### config.mk
export PLATFORM = sky130hd
export DESIGN_NAME = strobe_pulse_gen
export DESIGN_NICKNAME = d
export VERILOG_FILES = /design/src/rtl/strobe_pulse_gen.sv
export SDC_FILE = /design/constraint.sdc
export NUM_CORES = 1
export LEC_CHECK = 0
export BUFFER_PORTS_ARGS = -buffer_cell sky130_fd_sc_hd__buf_4
export CORE_MARGIN = 2
export CORE_UTILIZATION = 35
export DETAILED_ROUTE_END_ITERATION = 16
export PLACE_DENSITY_LB_ADDON = 0.25
export SYNTH_ARGS = -nofsm -noshare
export SYNTH_HDL_FRONTEND = slang
export SYNTH_SLANG_ARGS = --single-unit
### constraint.sdc
create_clock -name clk -period 2.8 [get_ports clk]
set_clock_uncertainty 0.15 [all_clocks]
set_input_delay 0.28 -clock clk [delete_from_list [all_inputs] [get_ports clk]]
set_output_delay 0.28 -clock clk [all_outputs]
set_load 0.02 [all_outputs]
### src/rtl/strobe_pulse_gen.sv
// Strobe transmitter: each accepted trigger emits PULSE_LEN high cycles on b_out, then a tail and optional gap.
// Latency: a trigger sampled in IDLE raises b_out right after that edge; b_out and a_out are registered.
// No backpressure: triggers that arrive while busy are queued in pend_cnt; at saturation they are dropped and ovf sticks.
module strobe_pulse_gen #(
    parameter int PULSE_LEN = 2,
    parameter int GAP_LEN   = 1,
    parameter int PEND_W    = 3
) (
    input  logic              clk,
    input  logic              rst_n,
    input  logic              trig,
    input  logic              a_in,
    output logic              b_out,
    output logic              a_out,
    output logic              busy,
    output logic [PEND_W-1:0] pend_cnt,
    output logic              ovf
);

    localparam int LEN_W = $clog2(PULSE_LEN + 1);
    localparam int GAP_W = (GAP_LEN > 0) ? $clog2(GAP_LEN + 1) : 1;
    localparam logic [PEND_W-1:0] PEND_MAX = '1;

    typedef enum logic [1:0] {
        S_IDLE  = 2'd0,
        S_PULSE = 2'd1,
        S_TAIL  = 2'd2,
        S_GAP   = 2'd3
    } state_t;

    state_t             state;
    state_t             next_state;
    logic [LEN_W-1:0]   len_cnt;
    logic [LEN_W-1:0]   len_nxt;
    logic [GAP_W-1:0]   gap_cnt;
    logic [GAP_W-1:0]   gap_nxt;
    logic               b_nxt;
    logic               a_nxt;

    // A decision point is any cycle where a new pulse may legally begin:
    // IDLE, the tail cycle when there is no gap, or the last gap cycle.
    logic decide;
    logic have_pend;
    logic start;
    logic inc;
    logic dec;

    assign decide    = (state == S_IDLE)
                    || ((state == S_TAIL) && (GAP_LEN == 0))
                    || ((state == S_GAP) && (gap_cnt == '0));
    assign have_pend = (pend_cnt != '0);
    assign start     = decide && (trig || have_pend);
    // A queued request is consumed whenever a pulse starts with requests waiting.
    assign dec       = start && have_pend;
    // A trigger that launches a pulse directly (nothing queued) is not counted.
    assign inc       = trig && !(start && !have_pend);
    assign busy      = (state != S_IDLE);

    // State, counters, pending queue and registered outputs.
    always_ff @(posedge clk) begin
        if (!rst_n) begin
            state    <= S_IDLE;
            len_cnt  <= '0;
            gap_cnt  <= '0;
            b_out    <= 1'b0;
            a_out    <= 1'b0;
            pend_cnt <= '0;
            ovf      <= 1'b0;
        end else begin
            state   <= next_state;
            len_cnt <= len_nxt;
            gap_cnt <= gap_nxt;
            b_out   <= b_nxt;
            a_out   <= a_nxt;
            if (inc && !dec) begin
                if (pend_cnt == PEND_MAX) begin
                    ovf <= 1'b1;
                end else begin
                    pend_cnt <= pend_cnt + 1'b1;
                end
            end else if (dec && !inc) begin
                pend_cnt <= pend_cnt - 1'b1;
            end
        end
    end

    // Next-state and pulse/gap length counters; PULSE never re-enters PULSE directly.
    always_comb begin
        next_state = state;
        len_nxt    = len_cnt;
        gap_nxt    = gap_cnt;
        case (state)
            S_IDLE: begin
                if (start) begin
                    next_state = S_PULSE;
                end
            end
            S_PULSE: begin
                if (len_cnt == '0) begin
                    next_state = S_TAIL;
                end else begin
                    len_nxt = len_cnt - 1'b1;
                end
            end
            S_TAIL: begin
                if (GAP_LEN > 0) begin
                    next_state = S_GAP;
                    gap_nxt    = GAP_W'(GAP_LEN - 1);
                end else if (start) begin
                    next_state = S_PULSE;
                end else begin
                    next_state = S_IDLE;
                end
            end
            S_GAP: begin
                if (gap_cnt == '0) begin
                    next_state = start ? S_PULSE : S_IDLE;
                end else begin
                    gap_nxt = gap_cnt - 1'b1;
                end
            end
            default: next_state = S_IDLE;
        endcase
        if (start) begin
            len_nxt = LEN_W'(PULSE_LEN - 1);
        end
    end

    // Outputs are derived from the next state so a_out is already low in the first high cycle of b_out.
    always_comb begin
        b_nxt = (next_state == S_PULSE);
        a_nxt = a_in && !((next_state == S_PULSE) || (next_state == S_TAIL));
    end

endmodule

# Word level (Yosys, flattened, before mapping)
# Index checks and enable logic that the tools add are counted.
[totals] wordCells=64 output_inout_bits=7 latch_bits=0 reg_bits=11 romBits=0 ramBits=0 memories=0
[op_classes] reduce_logical=28 addsub=4 n_shift=0 bitwise_logic=3 div_mod_pow=0 n_eq_ne=8 n_lt_le_gt_ge=0 n_mul=0 n_mux=13
[ops] operator="two-way mux 3 bit" n=3
[ops] operator="logical AND 1 bit" n=8
[ops] operator="one-hot mux 2 bit (4 select lines)" n=1
[ops] operator="AND reduction 2 bit" n=4
[ops] operator="nonzero test 2 bit" n=4
[ops] operator="== test 2 bit, second input constant" n=3
[ops] operator="two-way mux 2 bit" n=3
[ops] operator="zero test 1 bit" n=5
[ops] operator="two-way mux 1 bit" n=5
[ops] operator="== test 2 x 1 -> 1 bit, second input constant" n=2
[ops] operator="zero test 2 bit" n=2
[ops] operator="inequality test 2 bit, second input constant" n=2
[ops] operator="adder 3 x 1 -> 3 bit, second input constant" n=1
[ops] operator="== test 3 bit, second input constant" n=1
[ops] operator="logical OR 1 bit" n=3
[ops] operator="inverter 1 bit" n=3
[ops] operator="nonzero test 3 bit" n=1
[ops] operator="subtractor 3 x 1 -> 3 bit, second input constant" n=1
[ops] operator="one-hot mux 1 bit (2 select lines)" n=1
[ops] operator="OR reduction 2 bit" n=1
[ops] operator="subtractor 2 x 1 -> 2 bit, second input constant" n=1
[ops] operator="subtractor 1 bit, second input constant" n=1

# Logic depth before layout (Yosys ltp)
# Gate-level depths: netlist of the first run.
[logic_depth] ltp_word=11 depth_mapped=8 mapped_depth_nobuf=7

# Least setup slack after synthesis of the first run
# OpenSTA, ideal clock, no wires.
[synth_path] path_kind="register -> register" from="register state[0]" to="register pend_cnt[1]" stages_incl_launch_ff=9 path_slack_ns=0.518 n_path_buf=1 arrival_ns=2.017 required_time_ns=2.536 setup_ns=0.114 cell_sequence="dfxtp_1 > inv_1 > ha_1 > buf_2 > nand2_1 > fa_1 > nand2b_1 > o22ai_1 > a2111oi_0"
[synth_between] elab_chain_cells=11
[synth_rtl] element="start, declared" line="31" rtl="state_t state;"
[synth_rtl] element="start signal, assigned" line="70" rtl="state <= next_state;"
[synth_rtl] element="== test 2 bit" line="50" rtl="|| ((state == S_GAP) && (gap_cnt == '0));"
[synth_rtl] element="logical AND 1 bit" line="50"
[synth_rtl] element="logical OR 1 bit (*)" line="50"
[synth_rtl] element="logical AND 1 bit (*)" line="52" rtl="assign start = decide && (trig || have_pend);"
[synth_rtl] element="logical AND 1 bit" line="56" rtl="assign inc = trig && !(start && !have_pend);"
[synth_rtl] element="zero test 1 bit" line="56"
[synth_rtl] element="logical AND 1 bit" line="56"
[synth_rtl] element="zero test 1 bit" line="81" rtl="end else if (dec && !inc) begin"
[synth_rtl] element="logical AND 1 bit" line="81"
[synth_rtl] element="nonzero test 2 bit (no line)"
[synth_rtl] element="AND reduction 2 bit (no line)"
[synth_rtl] element="end signal, assigned" line="79" rtl="pend_cnt <= pend_cnt + 1'b1;"
[synth_rtl] element="end signal, assigned" line="82" rtl="pend_cnt <= pend_cnt - 1'b1;"
[synth_rtl] element="end, declared" line="16" rtl="output logic [PEND_W-1:0] pend_cnt,"
# Mark *: on every way between the ends. The rest lies on a longest branch, timed or not.
# A chain may end at the register's enable or synchronous reset.

# Final worst setup path of the first run
# Ends and elaborated chain as after synthesis.

==> results of run 1 <==
[cell type report]
type                       count  area (sq um)  area share [%]
multi-input combinational     57           425            53.0
clock buffer                   4          36.3            4.52
inverter                       7          26.3            3.28
sequential                    10           200            25.0
timing repair buffer          11          82.6            10.3
tap                           25          31.3            3.90
[logic make-up after synthesis]
logic type,count (synthesis),synth area share [%]
AND/OR/NAND/NOR,28,25.3
AO/OA/AOI/OAI,20,20.3
buffers and inverters,11,7.75
flip-flops,10,29.5
adder cells (fa/ha/maj),8,15.9
XOR/XNOR,1,1.29
[per-layer routing]
metal	up-vias	GRT usage (%)	share of wire (%)
met5	-	0	0
met4	0	4.86	1.2
met3	2	3.77	4.1
met2	12	17.9	41
met1	256	18.8	53
li1	304	-	-
[layout by cell type (no fill, tap or decap), types with 4 or more instances in the layout]
cell type / instances
nand2b_1: 4
ha_1: 7
nor3_1: 4
buf_4: 11
a21oi_1: 6
inv_1: 7
dfxtp_1: 10
[worst paths after layout]
check,startpoint,end,slack (ns),depth (start not counted)
hold / removal,a_in,a_out,0.1,2
setup reg to reg,state[0],pend_cnt[1],0.59,7
setup / recovery,state[0],pend_cnt[1],0.59,7
hold reg to reg,ovf,ovf,0.33,1
[state kept, by name, indices dropped and copies added, names as in the netlist]
signal,cells
state,2
a_out,1
b_out,1
ovf,1
len_cnt,2
pend_cnt,3
[critical path, cell delays in order (launching register included)]
cell,delay [ns]
dfxtp_1,0.38
inv_1,0.10
ha_1,0.31
nand2_1,0.08
fa_1,0.54
nand2b_1,0.12
o22ai_1,0.07
a2111oi_0,0.36
[power groups by stage]
stage	Combinational, mW	Clock, mW	Sequential [mW]
finish	0.568	0.130	0.255
global route	0.650	0.140	0.264
CTS	0.571	0.136	0.255
detailed placement	0.566	0	0.258
global placement	0.558	0	0.257
floorplan	0.428	0	0.262
[per-stage QoR]
stage | utilization [%] | cells | hold slack (ns) | power [mW]
CTS | 45.0 | 114 | 0.0964 | 0.962
floorplan | - | 78 | 0.247 | 0.690
finish | 45.0 | 114 | 0.0991 | 0.952
detailed placement | 42.9 | 110 | 0.311 | 0.824
global placement | 42.9 | 110 | 0.303 | 0.815
global route | 45.0 | 114 | 0.0946 | 1.05
==> flow_summary.ini, run 1 <==
[timing]
setup_tns_ns = 0
max-slew-margin-rel_pct = 72.8
fmax_mhz = 453
post-route-period-util_pct = 78.9
setup_viol = 0
post-route-min-period_ns = 2.21
finalMaxSlewViolations = 0
rsz0062_at_grt = false
tightest_slew_ns = 0.402
setup_slack_ns = 0.590
report.final.hold_viol_count = 0

[grt]
gr-total-overflow = 0
grt_pass1_vias = 464
antenna_found_initial = 0
track_usage_pct = 12.9
grt_first_pass_wirelength_mm = 2.05
grt_start_max_net_pins = 14

[synthesis]
ys.warnings.count = 0
synth_nets = 90
synth_common_cells = 10 x dfxtp_1, 7 x ha_1, 7 x inv_1
synth_top_area_share_pct = 29.5
async_flop_share_pct = 0
yosys.area.top_type = dfxtp_1
yosysSeqAreaShare_pct = 29.5
synthTopCellsByArea = dfxtp_1 30%, ha_1 13%, a21oi_1 4.4%
syn_area_per_cell_sq_um = 8.69
synthCells = 78
synthesis.area_sq_um = 678
synth_most_common_cell = dfxtp_1
ys_types = 33
ys_ff_latch = 10
synth_flop_cell = dfxtp_1
synth_edf_count = 0

[job]
drv_cap = 0

[routing]
first_pass_iters = 4
vias = 574
via_per_inst = 5.04
wl_per_cell_um = 11.2
totalWireLength_mm = 1.27
drc = 0
drt-initial-drc-count = 7
postRouteAntennaNets = 0

[power_and_ir_drop]
ir_drop_uv = 679
total_leakage_power_nw = 0.355
netSwitchingFraction_pct = 43.1
clock_power_share_pct = 13.6
seqPwrFrac_pct = 26.7
p_comb_share_pct = 59.7
p_per_area_nw_per_um2 = 1190
p_switching_mw = 0.411
p_int_mw = 0.542

[setup_path]
critPathArrivalTime_ns = 2.21
cp_max_fo = 4
crit_type = reg -> reg
end_kind = flop
cp_data_required_time_ns = 2.80
cp-start-kind = flop

[floorplanning]
die_h_um = 48.0
initial_utilization_pct = 38.0
row_count = 15
die_x_um = 48.0
core_area_sq_um = 1780
die_area_sq_um = 2310
boundaryPins = 11

[clocking]
cts.path.max_buffers = 2
cts_tree = built
clkSinkCount = 10
cts_resized = 0
clockRootBuffer = clkbuf_4
ctsHoldBuffers = 0
insertion_delay_ns = 0.26
cts_buffers = 3
cts.clk_slew.worst_paths_ns = 0.07
h-tree-depth = 1
post_cts_buffers = 0

[cells_and_area]
fillCellCount = 178
fin_nets = 102
drive_above_1_share_pct = 19.1
syn_to_final_growth_pct = 18.3
diodes = 0
stdcell_area_sq_um = 802

[place]
dpl_worst_slack_ns = 0.581
placed_cell_area_sq_um = 766
port_buffers = 10
gp_congestion = 0.705
post-dp-hpwl_um = 928

[hold_path]
holdCritPathClass = in -> reg

[status]
status = complete, no violations
Note: power is estimated with default switching activity, not from simulation.
==> run 2, diff against run 1 <==
==> constraint.sdc (replaced) <==
create_clock -name clk -period 2 [get_ports clk]
set_clock_uncertainty 0.15 [all_clocks]
set_input_delay 0.2 -clock clk [delete_from_list [all_inputs] [get_ports clk]]
set_output_delay 0.2 -clock clk [all_outputs]
set_load 0.02 [all_outputs]
==> run 2 against run 1 <==
Effect of this change:
- maximum frequency rose by 11%
- count of clock-buffer cells in the layout unchanged
- sequential cell count is the same
- via count is 9.9% higher
- sequential power up 24%
- non-clock buffer count is 11 higher
- wire length up 16%
- final cell count rose by 9.6%
- largest cell class unchanged
- highest routed layer is now met3
==> flow_summary.ini, run 2 (synthesized netlist as in run 1, its figures left out) <==
[status]
status = complete, no violations

[setup_path]
worst-path-buf-inv = 3
cp_slowest_cell = dfxtp_2
crit_start = state[1]
slowest_delay_ns = 0.33
worstPathCellList = inv_2 -> buf_4 -> buf_4 -> ha_1 -> o211ai_1 -> nand3_1 -> ha_1 -> and3_1
cp_top_family = adder cells
cp_max_fo = 7
end_kind = flop
timing.rr.start = state[1]
crit_type = reg -> reg
cp-start-kind = flop
critPathArrivalTime_ns = 2.01
cp_data_required_time_ns = 2.02

[clocking]
h-tree-depth = 1
cts_buffers = 3
insertion_delay_ns = 0.27
clkSinkCount = 10
ctsHoldBuffers = 0
cts.clk_slew.worst_paths_ns = 0.07
cts.path.max_buffers = 2
clockRootBuffer = clkbuf_4
cts_tree = built

[power_and_ir_drop]
total_power_mw = 1.58
total_leakage_power_nw = 0.426
p_switching_mw = 0.661
netSwitchingFraction_pct = 41.7
seqPwrFrac_pct = 20.0
p_int_mw = 0.922
p_comb_share_pct = 68.1
clock_power_share_pct = 11.8
p_per_area_nw_per_um2 = 1690
ir_drop_uv = 674

[timing]
report.final.hold_viol_count = 0
fmax_mhz = 503
finalMaxSlewViolations = 0
max-slew-margin-rel_pct = 79.0
post-route-min-period_ns = 1.99
setup_tns_ns = 0
setup_viol = 0
rsz0062_at_grt = true
tightest_slew_ns = 0.312
post-route-period-util_pct = 99.4

[routing]
drt-initial-drc-count = 20
postRouteAntennaNets = 0
first_pass_iters = 4
via_per_inst = 5.05
wl_per_cell_um = 11.8
drc = 0
totalWireLength_mm = 1.48
vias = 631

[place]
gp_congestion = 0.805
post-dp-hpwl_mm = 1.07
port_buffers = 10

[grt]
grt_pass1_vias = 516
grt_first_pass_wirelength_mm = 2.28
antenna_found_initial = 0
gr-total-overflow = 0
track_usage_pct = 14.6
grt_start_max_net_pins = 14

[cells_and_area]
multiInputGateArea_sq_um = 473
ff_latch_area_sq_um = 204
diodes = 0
final_common_cell = buf_4
reg_top3 = pend_cnt: 3 flops, len_cnt: 2 flops, state: 2 flops
final_cell_mix = 22 x buf_4, 7 x dfxtp_1, 6 x a21oi_1, 6 x ha_1, 5 x inv_1
fin_nets = 113
largest-register = pend_cnt
fillCellCount = 167
syn_to_final_growth_pct = 38.0
largest_reg_flops = 3
drive_above_1_share_pct = 40.0

[hold_path]
holdCritPathClass = in -> reg
hp-start = a_in

[floorplanning]
row_count = 15
boundaryPins = 11
die_area_sq_um = 2310
die_x_um = 48.0
die_h_um = 48.0
core_area_sq_um = 1780
initial_utilization_pct = 38.0

[job]
drv_cap = 0
==> run 2: cell types whose count changed in the layout (fill, tap and decap cells not counted), moves of 2 or more <==
cell / delta
buf_4: +11
o21ai_1: +2
inv_1: -2
dfxtp_2: +3
dfxtp_1: -3
o21ai_0: -2
inv_2: +2
==> run 2: final cells by class <==
type                            count  share of cell area (%)
Clock buffer                        4                    3.88
Inverter                            7                    2.81
Multi-Input combinational cell     57                    50.5
Sequential cell                    10                    21.8
Tap cell                           25                    3.34
Timing Repair Buffer               22                    17.6
==> run 2: repair_timing <==
action                                 4_1_cts  5_1_grt
gates resized for setup                      1        5
pin swaps                                    0        1
gates cloned                                 0        0
endpoints found under the hold margin        0        0
setup endpoints to repair                    1        3
setup buffers                                0        2
==> run 2: layer usage <==
layer | wire (um) | vias to the layer above | track usage (%)
li1 | - | 326 | -
met1 | 750 | 291 | 20.5
met2 | 641 | 14 | 19.5
met3 | 84 | 0 | 7.92
met4 | 0 | 0 | 3.24
met5 | 0 | - | 0
==> run 2: power groups by stage <==
stage          sequential [mW]  combinational, mW  clock (mW)
6_report                 0.317               1.08       0.187
3_3_place_gp             0.321              0.992           0
5_1_grt                  0.330               1.20       0.202
4_1_cts                  0.318               1.01       0.193
3_5_place_dp             0.322              0.994           0
2_1_floorplan            0.376              0.664           0
==> run 2: path summary, 6_finish.rpt <==
check | end | cells past startpoint | slack, ns
worst min-delay path | a_out | 2 | 0.004
worst max register to register | a_out | 8 | 0.01
worst min register to register | ovf | 1 | 0.32
worst max-delay path | a_out | 8 | 0.01
==> run 2: metrics by stage <==
| stage | hold slack [ns] | cell area (sq um) | worst slack (ns) | util (%) | instances |
|---|---|---|---|---|---|
| 6_report | 0.00367 | 936 | 0.0111 | 52.5 | 125 |
| 2_1_floorplan | 0.167 | 716 | -0.0934 | - | 78 |
| 5_1_grt | 0.00772 | 936 | -0.112 | 52.5 | 125 |
| 3_5_place_dp | 0.293 | 865 | -0.0940 | 48.5 | 119 |
| 3_3_place_gp | 0.282 | 865 | 0.0324 | 48.5 | 119 |
| 4_1_cts | 0.00579 | 902 | -0.0283 | 50.6 | 123 |
